==> src/rtl/button_event_decoder_pkg.sv <==
// Shared button-event constants: FSM state encoding, counter widths and the
// event pulse bundle used by the decoder and any board FSM that consumes it.
package button_event_decoder_pkg;

    localparam logic [1:0] ST_IDLE_ENC    = 2'd0;
    localparam logic [1:0] ST_PRESSED_ENC = 2'd1;
    localparam logic [1:0] ST_REPEAT_ENC  = 2'd2;

    localparam int PRESS_CNT_W = 8;

    typedef enum logic [1:0] {
        ST_IDLE    = ST_IDLE_ENC,
        ST_PRESSED = ST_PRESSED_ENC,
        ST_REPEAT  = ST_REPEAT_ENC
    } btn_state_e;

    // One-cycle event pulses; at most one bit is set in any cycle.
    typedef struct packed {
        logic press;
        logic rel;
        logic lng;
        logic rpt;
    } btn_events_t;

    localparam btn_events_t EV_NONE = '{press: 1'b0, rel: 1'b0, lng: 1'b0, rpt: 1'b0};

endpackage

==> src/rtl/button_event_if.sv <==
// Button event bus: debounced level in, decoded events and press count out.
interface button_event_if;
    import button_event_decoder_pkg::*;

    logic                   clean;
    logic                   press_pulse;
    logic                   release_pulse;
    logic                   long_pulse;
    logic                   repeat_pulse;
    logic                   held;
    logic [PRESS_CNT_W-1:0] press_count;

    modport master (
        input  clean,
        output press_pulse, release_pulse, long_pulse, repeat_pulse, held, press_count
    );

    modport slave (
        output clean,
        input  press_pulse, release_pulse, long_pulse, repeat_pulse, held, press_count
    );

endinterface

==> src/rtl/button_event_decoder_edge.sv <==
// Registers a level and reports its rising/falling transitions against the
// registered copy; reset clears the copy so a level already high reads as a rise.
module level_edge_detect (
    input  logic clk,
    input  logic rst,
    input  logic in_i,
    output logic in_q_o,
    output logic rise_o,
    output logic fall_o
);

    logic in_q;

    always_ff @(posedge clk) begin
        if (rst) begin
            in_q <= 1'b0;
        end else begin
            in_q <= in_i;
        end
    end

    assign in_q_o = in_q;
    assign rise_o = in_i & ~in_q;
    assign fall_o = ~in_i & in_q;

endmodule

==> src/rtl/button_event_decoder.sv <==
// Turns a debounced button level into press/release/long/repeat pulses plus a
// wrapping press count. All outputs are registered.
module button_event_decoder
    import button_event_decoder_pkg::*;
#(
    parameter int LONG_CYCLES   = 16,
    parameter int REPEAT_CYCLES = 4,
    parameter int CNT_W         = 8
) (
    input  logic          clk,
    input  logic          rst,
    button_event_if.master bus
);

    localparam logic [CNT_W-1:0] LONG_LAST = CNT_W'(LONG_CYCLES - 1);
    localparam logic [CNT_W-1:0] RPT_LAST  = CNT_W'(REPEAT_CYCLES - 1);

    logic clean_q, rise, fall, hold;

    level_edge_detect u_edge (
        .clk    (clk),
        .rst    (rst),
        .in_i   (bus.clean),
        .in_q_o (clean_q),
        .rise_o (rise),
        .fall_o (fall)
    );

    // Button still down this cycle and last cycle: the hold timer may advance.
    assign hold = bus.clean & clean_q;

    btn_state_e             state_q, state_d;
    logic [CNT_W-1:0]       cnt_q, cnt_d;
    btn_events_t            ev_q, ev_d;
    logic                   held_q, held_d;
    logic [PRESS_CNT_W-1:0] count_q, count_d;

    always_ff @(posedge clk) begin
        if (rst) begin
            state_q <= ST_IDLE;
            cnt_q   <= '0;
            ev_q    <= EV_NONE;
            held_q  <= 1'b0;
            count_q <= '0;
        end else begin
            state_q <= state_d;
            cnt_q   <= cnt_d;
            ev_q    <= ev_d;
            held_q  <= held_d;
            count_q <= count_d;
        end
    end

    always_comb begin
        state_d = state_q;
        cnt_d   = cnt_q;
        ev_d    = EV_NONE;
        count_d = count_q;

        case (state_q)
            ST_IDLE: begin
                cnt_d = '0;
                if (rise) begin
                    ev_d.press = 1'b1;
                    count_d    = count_q + PRESS_CNT_W'(1);
                    state_d    = ST_PRESSED;
                end
            end
            ST_PRESSED: begin
                // Release is tested first so it wins over a terminal count.
                if (fall) begin
                    ev_d.rel = 1'b1;
                    cnt_d    = '0;
                    state_d  = ST_IDLE;
                end else if (hold) begin
                    if (cnt_q == LONG_LAST) begin
                        ev_d.lng = 1'b1;
                        cnt_d    = '0;
                        state_d  = ST_REPEAT;
                    end else begin
                        cnt_d = cnt_q + CNT_W'(1);
                    end
                end
            end
            ST_REPEAT: begin
                if (fall) begin
                    ev_d.rel = 1'b1;
                    cnt_d    = '0;
                    state_d  = ST_IDLE;
                end else if (hold) begin
                    if (cnt_q == RPT_LAST) begin
                        ev_d.rpt = 1'b1;
                        cnt_d    = '0;
                    end else begin
                        cnt_d = cnt_q + CNT_W'(1);
                    end
                end
            end
            default: begin
                cnt_d   = '0;
                state_d = ST_IDLE;
            end
        endcase

        held_d = (state_d != ST_IDLE);
    end

    assign bus.press_pulse   = ev_q.press;
    assign bus.release_pulse = ev_q.rel;
    assign bus.long_pulse    = ev_q.lng;
    assign bus.repeat_pulse  = ev_q.rpt;
    assign bus.held          = held_q;
    assign bus.press_count   = count_q;

endmodule

==> src/flat_wrapper.sv <==
// flat-port wrapper written by rule: the top's interface ports become plain ports
module button_event_decoder_flat import button_event_decoder_pkg::*;
#(
    parameter int LONG_CYCLES   = 16,
    parameter int REPEAT_CYCLES = 4,
    parameter int CNT_W         = 8
)
  (clk, rst, bus_clean, bus_press_pulse, bus_release_pulse, bus_long_pulse, bus_repeat_pulse, bus_held, bus_press_count);
  button_event_if bus_i ();
  input  logic clk;
  input  logic rst;
  input wire logic [$bits(bus_i.clean)-1:0] bus_clean;
  output wire logic [$bits(bus_i.press_pulse)-1:0] bus_press_pulse;
  output wire logic [$bits(bus_i.release_pulse)-1:0] bus_release_pulse;
  output wire logic [$bits(bus_i.long_pulse)-1:0] bus_long_pulse;
  output wire logic [$bits(bus_i.repeat_pulse)-1:0] bus_repeat_pulse;
  output wire logic [$bits(bus_i.held)-1:0] bus_held;
  output wire logic [$bits(bus_i.press_count)-1:0] bus_press_count;
  assign bus_i.clean = bus_clean;
  assign bus_press_pulse = bus_i.press_pulse;
  assign bus_release_pulse = bus_i.release_pulse;
  assign bus_long_pulse = bus_i.long_pulse;
  assign bus_repeat_pulse = bus_i.repeat_pulse;
  assign bus_held = bus_i.held;
  assign bus_press_count = bus_i.press_count;
  button_event_decoder #(.LONG_CYCLES(LONG_CYCLES), .REPEAT_CYCLES(REPEAT_CYCLES), .CNT_W(CNT_W)) u_core (.clk(clk), .rst(rst), .bus(bus_i));
endmodule
==> config.mk <==
export PLATFORM = sky130hd
export DESIGN_NAME = button_event_decoder_flat
export DESIGN_NICKNAME = d
export VERILOG_FILES = /design/src/rtl/button_event_decoder_pkg.sv /design/src/rtl/button_event_if.sv /design/src/rtl/button_event_decoder_edge.sv /design/src/rtl/button_event_decoder.sv /design/src/flat_wrapper.sv
export SDC_FILE = /design/constraint.sdc
export NUM_CORES = 1
export LEC_CHECK = 0
export ABC_AREA = 1
export BUFFER_PORTS_ARGS = -buffer_cell sky130_fd_sc_hd__buf_2
export CAP_MARGIN = 20
export CORE_MARGIN = 2
export CORE_UTILIZATION = 40
export DETAILED_ROUTE_END_ITERATION = 12
export PLACE_DENSITY = 0.57
export SLEW_MARGIN = 20
export SYNTH_ARGS = -nofsm -noshare
export SYNTH_HDL_FRONTEND = slang
export SYNTH_SLANG_ARGS = --single-unit
==> constraint.sdc <==
create_clock -name clk -period 2.15 [get_ports clk]
set_input_delay 0.215 -clock clk [delete_from_list [all_inputs] [get_ports clk]]
set_output_delay 0.215 -clock clk [all_outputs]
set_load 0.005 [all_outputs]
Yosys cells after proc, flatten, opt, wreduce, memory -nomap -nowiden. Cells that the tools add are included.

Register bits after elaboration: 24. Bits in latches: 0. RAM bits: 0. Memory bits (read-only): 0. Output and inout port bits: 13. Word-level logic and storage cells: 53. Memories: 0.

Add/sub/neg operators: 2. Multipliers: 0. Div/mod/pow operators: 0. Order comparisons: 0. Equality and inequality tests: 6. Shifts and indexed selects: 0. Multiplexer cells: 17. Bitwise gates (word level): 10. Reduce and logical (&&, ||, !) cells: 9.

Operators by type and width (number): 2-to-1 mux 8 bit (6); adder 8 x 1 -> 8 bit, second input constant (2); one-hot mux 8 bit (2 select lines) (1); 2-to-1 mux 2 bit (5); equality test 8 x 2 -> 1 bit, second input constant (1); equality test 8 x 4 -> 1 bit, second input constant (1); OR reduction 4 bit (2); inverter 1 bit (7); inequality test 3 x 1 -> 1 bit, second input constant (2); one-hot mux 2 bit (3 select lines) (1); OR reduction 2 bit (3); 2-to-1 mux 1 bit (4); AND reduction 2 bit (2); AND 1 bit (3); equality test 2 x 1 -> 1 bit, second input constant (1); equality test 2 bit, second input constant (1); zero test 2 bit (1); nonzero test 2 bit (1).

Depth between registers and ports, before layout.
Depth in word-level cells: 6. Mapped depth: 10.

By module. Synthesis repeated with hierarchy kept, for this count alone.

Cells, all modules: 177. Area, all modules: 1260.0 µm².

By module, submodules not included: button_event_decoder (instances 1, cells each 171, area an instance 1221.2 µm², seq. area each 460.4 µm²); level_edge_detect (instances 1, cells each 6, area an instance 38.8 µm², seq. area each 20.0 µm²).

Worst setup path before layout. No wires, ideal clock.

Path kind: register -> register. Start point: reg u_core.state_q[0]. End point: reg u_core.cnt_q[6]. Setup time: 0.064 ns. Arrival: 1.359 ns. Setup slack: 0.728 ns. Stages on the path, launching flop included: 10. Path buffers: 0. Period minus slack after synthesis: 1.422 ns. Cells stage by stage: dfxtp_1 > inv_1 > ha_1 > o21bai_4 > inv_2 > nor2_1 > nand2_1 > a21oi_1 > nand2_1 > nor2_1.

Longest elaborated chain between the ends: 3. Elaborated cells on any way between the ends: 6. Classes of those cells: eq/ne: 4; mux: 1; reduce/logical: 1.

Ends and longest elaborated chain: start: declaration (RTL line button_event_decoder.sv:32) `btn_state_e state_q, state_d;`; start signal: assignment (RTL line button_event_decoder.sv:46) `state_q <= state_d;`; equality test 2 bit or equality test 2 x 1 -> 1 bit (tied branches) (RTL line button_event_decoder.sv:60) `case (state_q)`; inequality test 3 x 1 -> 1 bit (no source line); AND reduction 2 bit (no source line); end signal: assignment (RTL line button_event_decoder.sv:47) `cnt_q <= cnt_d;`; end: declaration (RTL line button_event_decoder.sv:33) `logic [CNT_W-1:0] cnt_q, cnt_d;`.

Parallel ways exist; a longest one is shown, timed or not. A chain may end at the register's enable or synchronous reset.

Worst setup path after layout. Same ends and word-level chain as after synthesis.

==> key figures <==
Clock tree
  • Total clock sinks: 24
  • Setup Fix Bufs, Post-CTS: 0
  • CTS tree: done
  • CTS Buf Count: 3
  • Worst-Skew Late Latency: 0.31 ns
  • CTS Buffer Depth: 2
  • Resize count post-CTS: 0
  • Root Driver: clkbuf_4
  • Reg clk slew, reported paths: 0.13 ns
  • H-tree levels: 1
  • Cts hold-fix bufs: 0

STA
  • Relative slew slack: 77.7%
  • Setup TNS: 0 ns
  • RSZ-0062 raised after global routing: false
  • Period Utilization, post-route: 75.5%
  • Least-Margin Pin Slew: between 0.3 and 0.4 ns
  • Final Max Slew Viols: 0
  • Final Hold Vio Count: 0
  • Layout Skew: slightly above 0.006 ns
  • Final setup viols: 0
  • Min Tclk post-route: 1.62 ns
  • Setup ws final: between 0.5 and 0.6 ns
  • Hold slack final: 0.139 ns
  • Fmax: 0.616 GHz

Logic synthesis
  • Seq/Total Area, Yosys: 40.1%
  • Dominant cell type by area after synthesis: dfxtp_1
  • Synth Register Bits: 24
  • Synth unique cells: 27
  • Ys Warns: 0
  • Mapped Area: around 0.0012 sq mm
  • Mean Syn Cell Area: roughly 7.4 sq um
  • Mapped Nets: 171
  • Synth top area cells: dfxtp_1 40%, nand2_1 12%, inv_1 6.9%
  • Mapped Cells: 162
  • Post-synth top area share: 40.1%

Placement
  • Detailed Place HPWL: 1.68 mm
  • Worst slack at placement: 0.543 ns
  • IO Port Bufs: 15
  • Final GP Congestion: 0.862

Routing
  • Detailed Route Iter0 Violations: 25
  • Antenna viol nets, final: 0
  • DRC viols: 2
  • Total wire length: between 2 and 2.5 mm
  • Drt via density: 4.72
  • TritonRoute pass-1 iters: 8
  • Routed len/inst: 10.0 um
  • Vias: 996

Finish
  • Fin nets: 190
  • Area of the multi-input gates: just over 600 sq um
  • Post-route core utilization: roughly 49%
  • Synthesis-to-finish area growth: 13.6%
  • Share of cells above drive strength 1: 17.2%
  • Commonest non-fill, non-tap cell in the layout: nand2_1
  • Filler cells: between 300 and 400
  • Ant. Diodes: 0
  • FF/Latch Area: 480 sq um
  • Most frequent cells in the layout: 37 x nand2_1, 24 x dfxtp_1, 22 x inv_1

Floorplanning
  • Core box area: 0.00281 sq mm
  • Die X: 58.7 um
  • Initial Util: 42.7%
  • Die height: 58.7 um
  • Ports: 16
  • Num rows: 19
  • Total Die Area: 0.00345 sq mm

Setup path
  • CP cell instances: inv_1 > ha_1 > o21bai_4 > inv_2 > nor2_1 > nand2_1 > a21oi_1 > nand2_1 > nor2_1
  • CP Data Required Time: 2.41 ns
  • Crit Path Class: reg -> reg
  • Critical path capture point type: flop
  • CP Launch Type: flop
  • CP arrival: about 1.9 ns
  • Critical Path Max Stage Delay: 0.40 ns
  • Critical path peak fanout: 8
  • CP max stage cell: dfxtp_1

Global routing
  • Largest net degree at the start of global routing: 15
  • Global-route wire length before repair: ~4.0 mm
  • Number of global-route vias before repair: 941
  • Total global routing overflow: 0
  • Initial antenna violation count: 0
  • GR peak layer: met2
  • Met1 usage: 20.2%
  • Met3 Track Usage GR: 2.20%
  • Met2 usage: 23.0%
  • Total track usage: between 10% and 20%

Hold path
  • HP Class: in -> reg

Run status
  • Violated checks: design-rule violations
  • Outcome: complete, but fails checks

Power
  • Peak supply drop: 0.000249 V
  • Pwr dens: 640 mW/mm^2
  • LEAKAGE: 0.634 nW

Flow run
  • Max cap viols: 0
==> logic make-up (layout without fill, tap and decap cells) <==
group                      Yosys count  after routing  share of synthesized area [%]
buffers and inverters               26             44                           8.14
AOI/OAI and AO/OA                   21             21                           10.3
xor gates and xnor gates             5              5                           3.65
adders and majority gates            6              6                           6.26
and+or+nand+nor                     79             79                           30.7
DFF                                 24             24                           40.1
muxes                                1              1                          0.835
==> flip-flops by register name, indices dropped and copies added, names as in the netlist <==
name                      flops
u_core.bus.release_pulse      1
u_core.bus.long_pulse         1
u_core.u_edge.in_q_o          1
u_core.bus.repeat_pulse       1
u_core.state_q                2
u_core.cnt_q                  8
u_core.bus.held               1
u_core.bus.press_count        8
u_core.bus.press_pulse        1
==> path summary, 6_finish.rpt <==
kind	startpoint	endpoint	slack, ns	cells after the start
max	u_core.state_q[0]$_SDFF_PP0_	u_core.cnt_q[6]$_SDFFE_PP0P_	0.53	9
min reg2reg	u_core.bus.press_count[1]$_SDFFE_PP0P_	u_core.bus.press_count[1]$_SDFFE_PP0P_	0.51	2
min	bus_clean	u_core.u_edge.in_q_o$_SDFF_PP0_	0.14	3
max reg2reg	u_core.state_q[0]$_SDFF_PP0_	u_core.cnt_q[6]$_SDFFE_PP0P_	0.53	9
==> worst max-delay path, delay by kind of cell (launching register included) <==
kind | cells | cell delay (ns)
AOI/OAI and AO/OA | 2 | 0.41
DFF | 1 | 0.40
buffers and inverters | 2 | 0.14
adders and majority gates | 1 | 0.28
and+or+nand+nor | 4 | 0.34
==> Yosys cell counts, drive strengths merged <==
cell type	instances
a21oi	8
mux2i	1
xnor2	2
nor3b	2
ha	6
inv	24
xor2	3
o21bai	3
nor2	23
nand2	39
dfxtp	24
nand4	1
or2	1
nand3	9
clkinv	1
buf	1
o21ai	10
nor3	4
==> report_power, final <==
part	leakage, nW	switching (mW)	internal [mW]
registers	0.195	0.00895	0.456
logic	0.411	0.0521	0.0310
clock network	0.0279	0.134	0.188
total	0.634	0.195	0.676
==> cell type report <==
class                      count  area share [%]
clock buffer                   3            1.65
clock inverter                 1            2.21
inverter                      25            6.89
multi-input combinational    112            45.6
sequential                    24            35.3
tap                           31            2.85
timing repair buffer          15            5.51
==> metrics by stage <==
stage | cell area (sq um) | instances | power [mW]
2_1_floorplan | 1200 | 162 | 0.537
3_3_place_gp | 1310 | 207 | 0.559
3_5_place_dp | 1310 | 207 | 0.560
4_1_cts | 1360 | 211 | 0.890
5_1_grt | 1360 | 211 | 0.927
6_report | 1360 | 211 | 0.871
==> metal layers <==
layer / wire (um) / vias up
li1: - / 539
met1: 1000 / 443
met2: 1020 / 12
met3: 82 / 2
met4: 17 / 0
met5: 0 / -
No activity file was read; power rests on OpenSTA's default activity.
